## src/rtl/equiv_miscompare_monitor_if.sv

```systemverilog
// Sample bus from the two-copy equivalence harness: run request, qualifier and both result copies.
// The harness side drives it (master); the monitor only observes it (slave).
interface equiv_miscompare_monitor_if #(
    parameter int WIDTH = 91
);
    logic             start;
    logic             y_valid;
    logic [WIDTH-1:0] y_1;
    logic [WIDTH-1:0] y_2;

    modport master (output start, output y_valid, output y_1, output y_2);
    modport slave  (input  start, input  y_valid, input  y_1, input  y_2);
endinterface

```

## src/rtl/equiv_miscompare_monitor.sv

```systemverilog
// Compares the paired harness result buses after a warm-up window, up to a fixed sample budget.
// Keeps the first miscompare (index and XOR difference) and a saturating miscompare count.
module equiv_miscompare_monitor #(
    parameter int WIDTH        = 91,
    parameter int WARMUP       = 4,
    parameter int BUDGET       = 1000,
    parameter int CNT_W        = 16,
    parameter int STOP_ON_FAIL = 1
) (
    input  logic                      clk,
    input  logic                      rst_n,
    equiv_miscompare_monitor_if.slave bus,
    output logic                      busy,
    output logic                      done,
    output logic                      fail,
    output logic [CNT_W-1:0]          cycle_cnt,
    output logic [CNT_W-1:0]          fail_cycle,
    output logic [WIDTH-1:0]          fail_diff,
    output logic [CNT_W-1:0]          mismatch_cnt,
    output logic [1:0]                fsm_state
);
    typedef enum logic [1:0] {
        ST_IDLE   = 2'd0,
        ST_WARMUP = 2'd1,
        ST_CHECK  = 2'd2,
        ST_DONE   = 2'd3
    } state_t;

    localparam logic [CNT_W-1:0] WARM_LAST = (WARMUP > 0) ? CNT_W'(WARMUP - 1) : '0;
    localparam logic [CNT_W-1:0] BUDGET_V  = CNT_W'(BUDGET);

    state_t           state;
    state_t           next_state;
    logic [CNT_W-1:0] warm_cnt;
    logic [CNT_W-1:0] cycle_next;
    logic [WIDTH-1:0] diff;
    logic             miscmp;
    logic             accept;
    logic             take;

    assign diff       = bus.y_1 ^ bus.y_2;
    assign miscmp     = |diff;
    assign cycle_next = cycle_cnt + 1'b1;

    always_ff @(posedge clk or negedge rst_n) begin
        if (!rst_n) state <= ST_IDLE;
        else        state <= next_state;
    end

    // accept: run request taken this edge; take: a checked sample is consumed this edge.
    always_comb begin
        next_state = state;
        accept     = 1'b0;
        take       = 1'b0;
        case (state)
            ST_IDLE, ST_DONE: begin
                if (bus.start) begin
                    accept     = 1'b1;
                    next_state = (WARMUP == 0) ? ST_CHECK : ST_WARMUP;
                end
            end
            ST_WARMUP: begin
                if (bus.y_valid && (warm_cnt == WARM_LAST)) next_state = ST_CHECK;
            end
            ST_CHECK: begin
                if (bus.y_valid) begin
                    take = 1'b1;
                    if ((cycle_next == BUDGET_V) || ((STOP_ON_FAIL != 0) && miscmp))
                        next_state = ST_DONE;
                end
            end
            default: next_state = ST_IDLE;
        endcase
    end

    always_ff @(posedge clk or negedge rst_n) begin
        if (!rst_n) begin
            warm_cnt     <= '0;
            cycle_cnt    <= '0;
            fail         <= 1'b0;
            fail_cycle   <= '0;
            fail_diff    <= '0;
            mismatch_cnt <= '0;
        end else if (accept) begin
            warm_cnt     <= '0;
            cycle_cnt    <= '0;
            fail         <= 1'b0;
            fail_cycle   <= '0;
            fail_diff    <= '0;
            mismatch_cnt <= '0;
        end else begin
            if ((state == ST_WARMUP) && bus.y_valid) warm_cnt <= warm_cnt + 1'b1;
            if (take) begin
                cycle_cnt <= cycle_next;
                if (miscmp) begin
                    if (mismatch_cnt != '1) mismatch_cnt <= mismatch_cnt + 1'b1;
                    // Only the first miscompare of a run is recorded.
                    if (!fail) begin
                        fail       <= 1'b1;
                        fail_cycle <= cycle_cnt;
                        fail_diff  <= diff;
                    end
                end
            end
        end
    end

    assign busy      = (state == ST_WARMUP) || (state == ST_CHECK);
    assign done      = (state == ST_DONE);
    assign fsm_state = state;
endmodule

```

## src/flat_wrapper.sv

```systemverilog
// flat-port wrapper written by rule: the top's interface ports become plain ports
module equiv_miscompare_monitor_flat 
#(
    parameter int WIDTH        = 91,
    parameter int WARMUP       = 4,
    parameter int BUDGET       = 1000,
    parameter int CNT_W        = 16,
    parameter int STOP_ON_FAIL = 1
)
  (clk, rst_n, busy, done, fail, cycle_cnt, fail_cycle, fail_diff, mismatch_cnt, fsm_state, bus_start, bus_y_valid, bus_y_1, bus_y_2);
  equiv_miscompare_monitor_if #(.WIDTH(WIDTH)) bus_i ();
  input  logic clk;
  input  logic rst_n;
  output logic busy;
  output logic done;
  output logic fail;
  output logic [CNT_W-1:0] cycle_cnt;
  output logic [CNT_W-1:0] fail_cycle;
  output logic [WIDTH-1:0] fail_diff;
  output logic [CNT_W-1:0] mismatch_cnt;
  output logic [1:0] fsm_state;
  input wire logic [$bits(bus_i.start)-1:0] bus_start;
  input wire logic [$bits(bus_i.y_valid)-1:0] bus_y_valid;
  input wire logic [$bits(bus_i.y_1)-1:0] bus_y_1;
  input wire logic [$bits(bus_i.y_2)-1:0] bus_y_2;
  assign bus_i.start = bus_start;
  assign bus_i.y_valid = bus_y_valid;
  assign bus_i.y_1 = bus_y_1;
  assign bus_i.y_2 = bus_y_2;
  equiv_miscompare_monitor #(.WIDTH(WIDTH), .WARMUP(WARMUP), .BUDGET(BUDGET), .CNT_W(CNT_W), .STOP_ON_FAIL(STOP_ON_FAIL)) u_core (.clk(clk), .rst_n(rst_n), .bus(bus_i), .busy(busy), .done(done), .fail(fail), .cycle_cnt(cycle_cnt), .fail_cycle(fail_cycle), .fail_diff(fail_diff), .mismatch_cnt(mismatch_cnt), .fsm_state(fsm_state));
endmodule
```

## config.mk

```make
export PLATFORM = sky130hd
export DESIGN_NAME = equiv_miscompare_monitor_flat
export DESIGN_NICKNAME = d
export VERILOG_FILES = /design/src/rtl/equiv_miscompare_monitor_if.sv /design/src/rtl/equiv_miscompare_monitor.sv /design/src/flat_wrapper.sv
export SDC_FILE = /design/constraint.sdc
export NUM_CORES = 1
export LEC_CHECK = 0
export BUFFER_PORTS_ARGS = -buffer_cell sky130_fd_sc_hd__buf_2
export CAP_MARGIN = 20
export CELL_PAD_IN_SITES_DETAIL_PLACEMENT = 1
export CELL_PAD_IN_SITES_GLOBAL_PLACEMENT = 2
export CORE_MARGIN = 5
export CORE_UTILIZATION = 31
export CTS_CLUSTER_SIZE = 14
export DETAILED_ROUTE_END_ITERATION = 8
export PLACE_DENSITY_LB_ADDON = 0.1
export SYNTH_ARGS = -nofsm -noshare
export SYNTH_HDL_FRONTEND = slang
export SYNTH_SLANG_ARGS = --single-unit
```

## constraint.sdc

```tcl
create_clock -name clk -period 3.7 [get_ports clk]
set_input_delay 0.555 -clock clk [delete_from_list [all_inputs] [get_ports clk]]
set_output_delay 0.555 -clock clk [all_outputs]
set_load 0.02 [all_outputs]
```

### Word level (Yosys, flattened, before mapping)

Cells that the tools add are included.

* flip-flop bits (word level): 158
* input port bits: 186
* logic and storage cells: 65

* add/sub/neg operators: 3
* eq/ne operators: 11
* muxes and demuxes: 28
* bitwise gates (word level): 1
* reduce and logical (&&, ||, !) cells: 15

Operators by type and width (count)
* $mux W91: 4
* $mux W16: 12
* $reduce_or A91 Y1: 1
* $xor A91 B91 Y91: 1
* $add A16 B1 Y16 const B: 3
* $eq A16 B10 Y1 const B: 1
* $eq A16 B2 Y1 const B: 1
* $ne A16 B16 Y1 const B: 1
* $mux W2: 4
* $reduce_bool A2 Y1: 4
* $mux W1: 7
* $ne A2 B2 Y1 const B: 3
* $pmux W2 S3: 1
* $reduce_and A3 Y1: 2
* $eq A2 B2 Y1 const B: 2
* $ne A2 B1 Y1 const B: 2
* $reduce_and A4 Y1: 1
* $eq A2 B1 Y1 const B: 1
* $logic_and A1 B1 Y1: 2
* $logic_not A2 Y1: 1
* $logic_or A1 B1 Y1: 2
* $reduce_and A2 Y1: 1
* $reduce_or A2 Y1: 1

### Depth between registers and ports, before layout

* depth after elaboration: 6
* depth in mapped cells: 10

### Worst setup path before layout

Ideal clock, no wire load.

* kind: reg2reg
* start: reg u_core.cycle_cnt[0]
* end: reg u_core.state[0], in the netlist u_core.fsm_state[0]
* library setup time: 0.079 ns
* data arrival time: 2.149 ns
* data required time: 3.621 ns
* slack: 1.472 ns
* stages on the path, launching flop included: 10
* path through: dfrtp_1 ha_1 and3_1 buf_2 o211ai_1 a2bb2oi_1 nor4_1 nand4_1 a31oi_1 mux2i_1

* cells in the longest elaborated chain, start to end: 5

RTL lines
* start: declaration: RTL line equiv_miscompare_monitor.sv:16 `output logic [CNT_W-1:0] cycle_cnt,`
* start signal: assignment: RTL line equiv_miscompare_monitor.sv:94 `cycle_cnt <= cycle_next;`
* $add A16 B1 Y16: RTL line equiv_miscompare_monitor.sv:43 `assign cycle_next = cycle_cnt + 1'b1;`
* $eq A16 B10 Y1: RTL line equiv_miscompare_monitor.sv:68 `if ((cycle_next == BUDGET_V) || ((STOP_ON_FAIL != 0) && miscmp))`
* $logic_or A1 B1 Y1: RTL line equiv_miscompare_monitor.sv:68
* $ne A2 B1 Y1 (no source line)
* $reduce_and A4 Y1 (no source line)
* end signal: assignment: RTL line equiv_miscompare_monitor.sv:47 `else state <= next_state;`
* end: declaration: RTL line equiv_miscompare_monitor.sv:32 `state_t state;`

No other way between the ends.
A chain may end at the register's enable or synchronous reset.

### Final worst setup path

* start: in bus_y_2[38]
* end: reg u_core.fail_diff[57]

* cells in the longest elaborated chain, start to end: 4

RTL lines
* start: declaration: RTL line flat_wrapper.sv:25 `input wire logic [$bits(bus_i.y_2)-1:0] bus_y_2;`
* $xor A91 B91 Y91: RTL line equiv_miscompare_monitor.sv:41 `assign diff = bus.y_1 ^ bus.y_2;`
* $reduce_or A91 Y1: RTL line equiv_miscompare_monitor.sv:42 `assign miscmp = |diff;`
* $reduce_bool A2 Y1 (no source line)
* $reduce_and A3 Y1 (no source line)
* end signal: assignment: RTL line equiv_miscompare_monitor.sv:101 `fail_diff <= diff;`
* end: declaration: RTL line equiv_miscompare_monitor.sv:18 `output logic [WIDTH-1:0] fail_diff,`

No other way between the ends.

==> impl_results.md <==
- Cells on worst reg2reg path: 8
- Largest family of logic cells by synthesized area: simple AND/OR/NAND/NOR gates
- YS warnings: 0
- Unrepaired setup endpoints after global routing: false
- Final Max Slew Viols: 0
- Initial antenna violation count: 0
- H-tree levels: 4
- Seq cells post-synth: 158
- Met2 WL post-DR: between 15 and 20 mm
- Clock Latency Late Sink: around 0.43 ns
- Outcome: completed
- Layout cells sized above 1: 34.39%
- Worst Hold Class: in2async
- Sinks on Clock Net: around 160
- Routed Antenna Nets: 0
- Tcrit/Tclk final: 75.99%
- Iter 0 DRT Violations: about 400
- Bufs on Longest Clock Path: 2
- Mean post-synth cell area: 9.976 um2
- Port Buffers: 329
- FF-to-FF setup slack: between 1 and 1.5 ns
- Setup bufs post-CTS: 0
- Routed vias: approximately 7300
- Setup violators final: 0
- Num CTS Buffers: 17
- Leakage: around 0.005 uW
- WP data required: between 4 and 5 ns
- Setup Skew: approximately 0.011 ns
- Post-synthesis mux area share: less than 1%
- Met3 wire length: 1.945 mm
- Die height: about 170 um
- Cell area after synthesis: between 8000 and 9000 um2
- Post-route minimum period: around 2.8 ns
- Hold Buf Count CTS: 0
- Achievable Freq: roughly 360 MHz
- Die area: roughly 30000 um2
- Critical path endpoint: u_core.fail_diff[57]
- WL/cell: between 20 and 25 um
- DR vias/cell: around 5
- Synth Area in Adders: under 10%
- Post-synthesis sequential area ratio: 48.39%
- Number of I/O pins: 330
- Rows: between 50 and 60
- Hold slack: between 0.05 and 0.06 ns
- R2R Path End: u_core.fsm_state[1]
- Final setup TNS: 0 ns
- Final hold violation count: 0
- Total GRT Usage: roughly 20%
- Vias in the first global route: between 7000 and 8000
- Power share of the combinational group: between 30% and 40%
- Max Used Layer: met4
- Metal1 wirelength: approximately 12 mm
- Die extent in x: between 150 and 200 um
- Placed cells: between 1000 and 1500
- Worst setup SP type: input pin
- Root buf cell: clkbuf_16
- Pin count of the biggest net entering global routing: 121
- Synth cell types: between 40 and 50
- Cells after Synth: roughly 800
- Layout net count: ~1300
- Crit. End Element: flop
- Data arrival, critical path: ~3.1 ns
- Setup WS post-layout: approximately 0.89 ns
- Drt drc: 0
- Synth area leader: dfrtp_1
- Clock power share: between 20% and 30%
- Area contributors post-synth: dfrtp_1 48%, xnor2_1 11%, a211oi_1 7.2%, nor2_1 6.0%, nand4_1 2.7%
- P_sw: 2595 uW
- Initial DRT Pass Iterations: 4
- VDD IR max: roughly 310 uV
- CP Class: in2reg
- Actual slew at the worst max-slew pin: roughly 0.89 ns
- Post-synth top area share: 48.39%
- Seq pwr share: 35.9%
- CTS tree: done
- Max Cap Viol: 0
- PD cells: 592.8 nW/um2
- Core box area: 25980 um2
- Syn nets: between 1000 and 1500
- Largest fanout on the critical path: 94
- Final core occ: 40.82%
- Global-route wire length before repair: 45.17 mm
- Crit. Startpoint: bus_y_2[38]
- FFs w/ async S/R, synth: 100.0%
- Post-CTS resize count: 0
- Total grt overflow: 0
- Reg2reg start: u_core.cycle_cnt[0]
- Post-Synth XOR/XNOR Area: a little over an eighth
- Count leader, synth: dfrtp_1
- Int Power: ~3700 uW
- Relative slew margins: slightly above 40%
- Post-synth EDFFs: 0
- Compound-Gate Fraction of Synth Area: 13.94%
- Cell Count, Final, Fillers Out: approximately 1500
- Sw frac: between 40% and 50%
- Antenna Cells: 0
- Gpl congestion: around 0.78
- CTS clock-pin slew for the worst setup and hold paths: 0.07 ns
- Simple-gate share of the synthesized area: 18.25%
- Top cells by count, synth: 158 x dfrtp_1, 130 x nor2_1, 101 x xnor2_1, 78 x a211oi_1, 47 x nand2_1
- Area delta synth->final: 29.82%
- Final HPWL DP: between 20 and 25 mm
- DP Worst Slack: 0.3486 ns
- Starting Density: between 30% and 40%
- Final WL: ~30 mm
- Post-synth top flop: dfrtp_1
## registers in the layout (all words and copies together), names as in the netlist
signal,count
u_core.mismatch_cnt,16
u_core.fail_diff,91
u_core.warm_cnt,16
u_core.fail_cycle,16
u_core.cycle_cnt,16
u_core.fsm_state,2
u_core.fail,1
## layout make-up
type,count,area [um2]
repair buffers,340,1773
clock inverters,15,128.9
inverters,10,37.54
multi-input cells,594,3869
clock buffers,17,425.4
fillers,3085,15380
well taps,335,419.2
flip-flops and latches,158,3954
## per-stage QoR
| stage | power, uW | area (um2) |
|---|---|---|
| 2_1_floorplan | 3762 | 8170 |
| 3_3_place_gp | 4646 | 10050 |
| 3_5_place_dp | 4687 | 10050 |
| 4_1_cts | 6421 | 10610 |
| 5_1_grt | 6682 | 10610 |
| 6_report | 6287 | 10610 |
## worst max-delay path, stage by stage
cell,delay (ns)
buf_2,0.10
xnor2_1,0.30
nand4_1,0.26
nor4_1,0.51
nand4_1,0.31
o211a_4,0.34
buf_4,0.39
a211oi_1,0.36
## worst min-delay path by stage
stage,from,to,slack (ns),cells after the start
global route,rst_n,u_core.mismatch_cnt[4],0.07,1
global placement,u_core.fail_cycle[14],u_core.fail_cycle[14],0.51,2
detailed placement,u_core.fail_cycle[4],u_core.fail_cycle[4],0.52,2
CTS,rst_n,u_core.mismatch_cnt[4],0.07,1
finish,rst_n,u_core.mismatch_cnt[4],0.05,1
floorplan,rst_n,u_core.cycle_cnt[0],0.26,0
## layout by cell type (no fill, tap or decap), types with 4 or more instances in the layout
cell,n
nor3_1,4
clkbuf_16,17
nand2_1,47
and4_1,6
nor4_1,12
buf_4,8
a211oi_1,78
dfrtp_1,158
a21oi_1,13
xnor2_1,101
nand3_1,33
ha_1,7
o21ai_0,19
inv_6,5
nor2_1,129
inv_8,4
xor2_1,21
o41ai_1,7
buf_2,328
a211oi_2,13
nand4_1,35
or4b_1,7
and3_1,11
mux2i_1,7
inv_1,10
## kinds of logic (layout without fill, tap and decap cells)
kind of cell / after synthesis / in the layout
XOR/XNOR: 122 / 122
buffers and inverters: 67 / 382
flip-flops: 158 / 158
adder cells (fa/ha/maj): 7 / 7
multiplexers: 7 / 7
AND/OR/NAND/NOR: 307 / 307
AO/OA/AOI/OAI: 151 / 151
## power groups by stage
stage / registers [uW] / logic [uW] / clock network (uW)
after global routing: 2300 / 2560 / 1830
final: 2260 / 2330 / 1700
after detailed placement: 2290 / 2400 / 0
after CTS: 2260 / 2400 / 1760
after floorplan: 2610 / 1150 / 0
after global placement: 2280 / 2370 / 0
## layer usage
layer | GRT usage [%] | vias to the layer above
met2 | 35.53 | 215
li1 | - | 3514
met1 | 24.55 | 3601
met3 | 5.418 | 10
met4 | 3.178 | 0
met5 | 0 | -
Power figures use the tool's default switching activity.
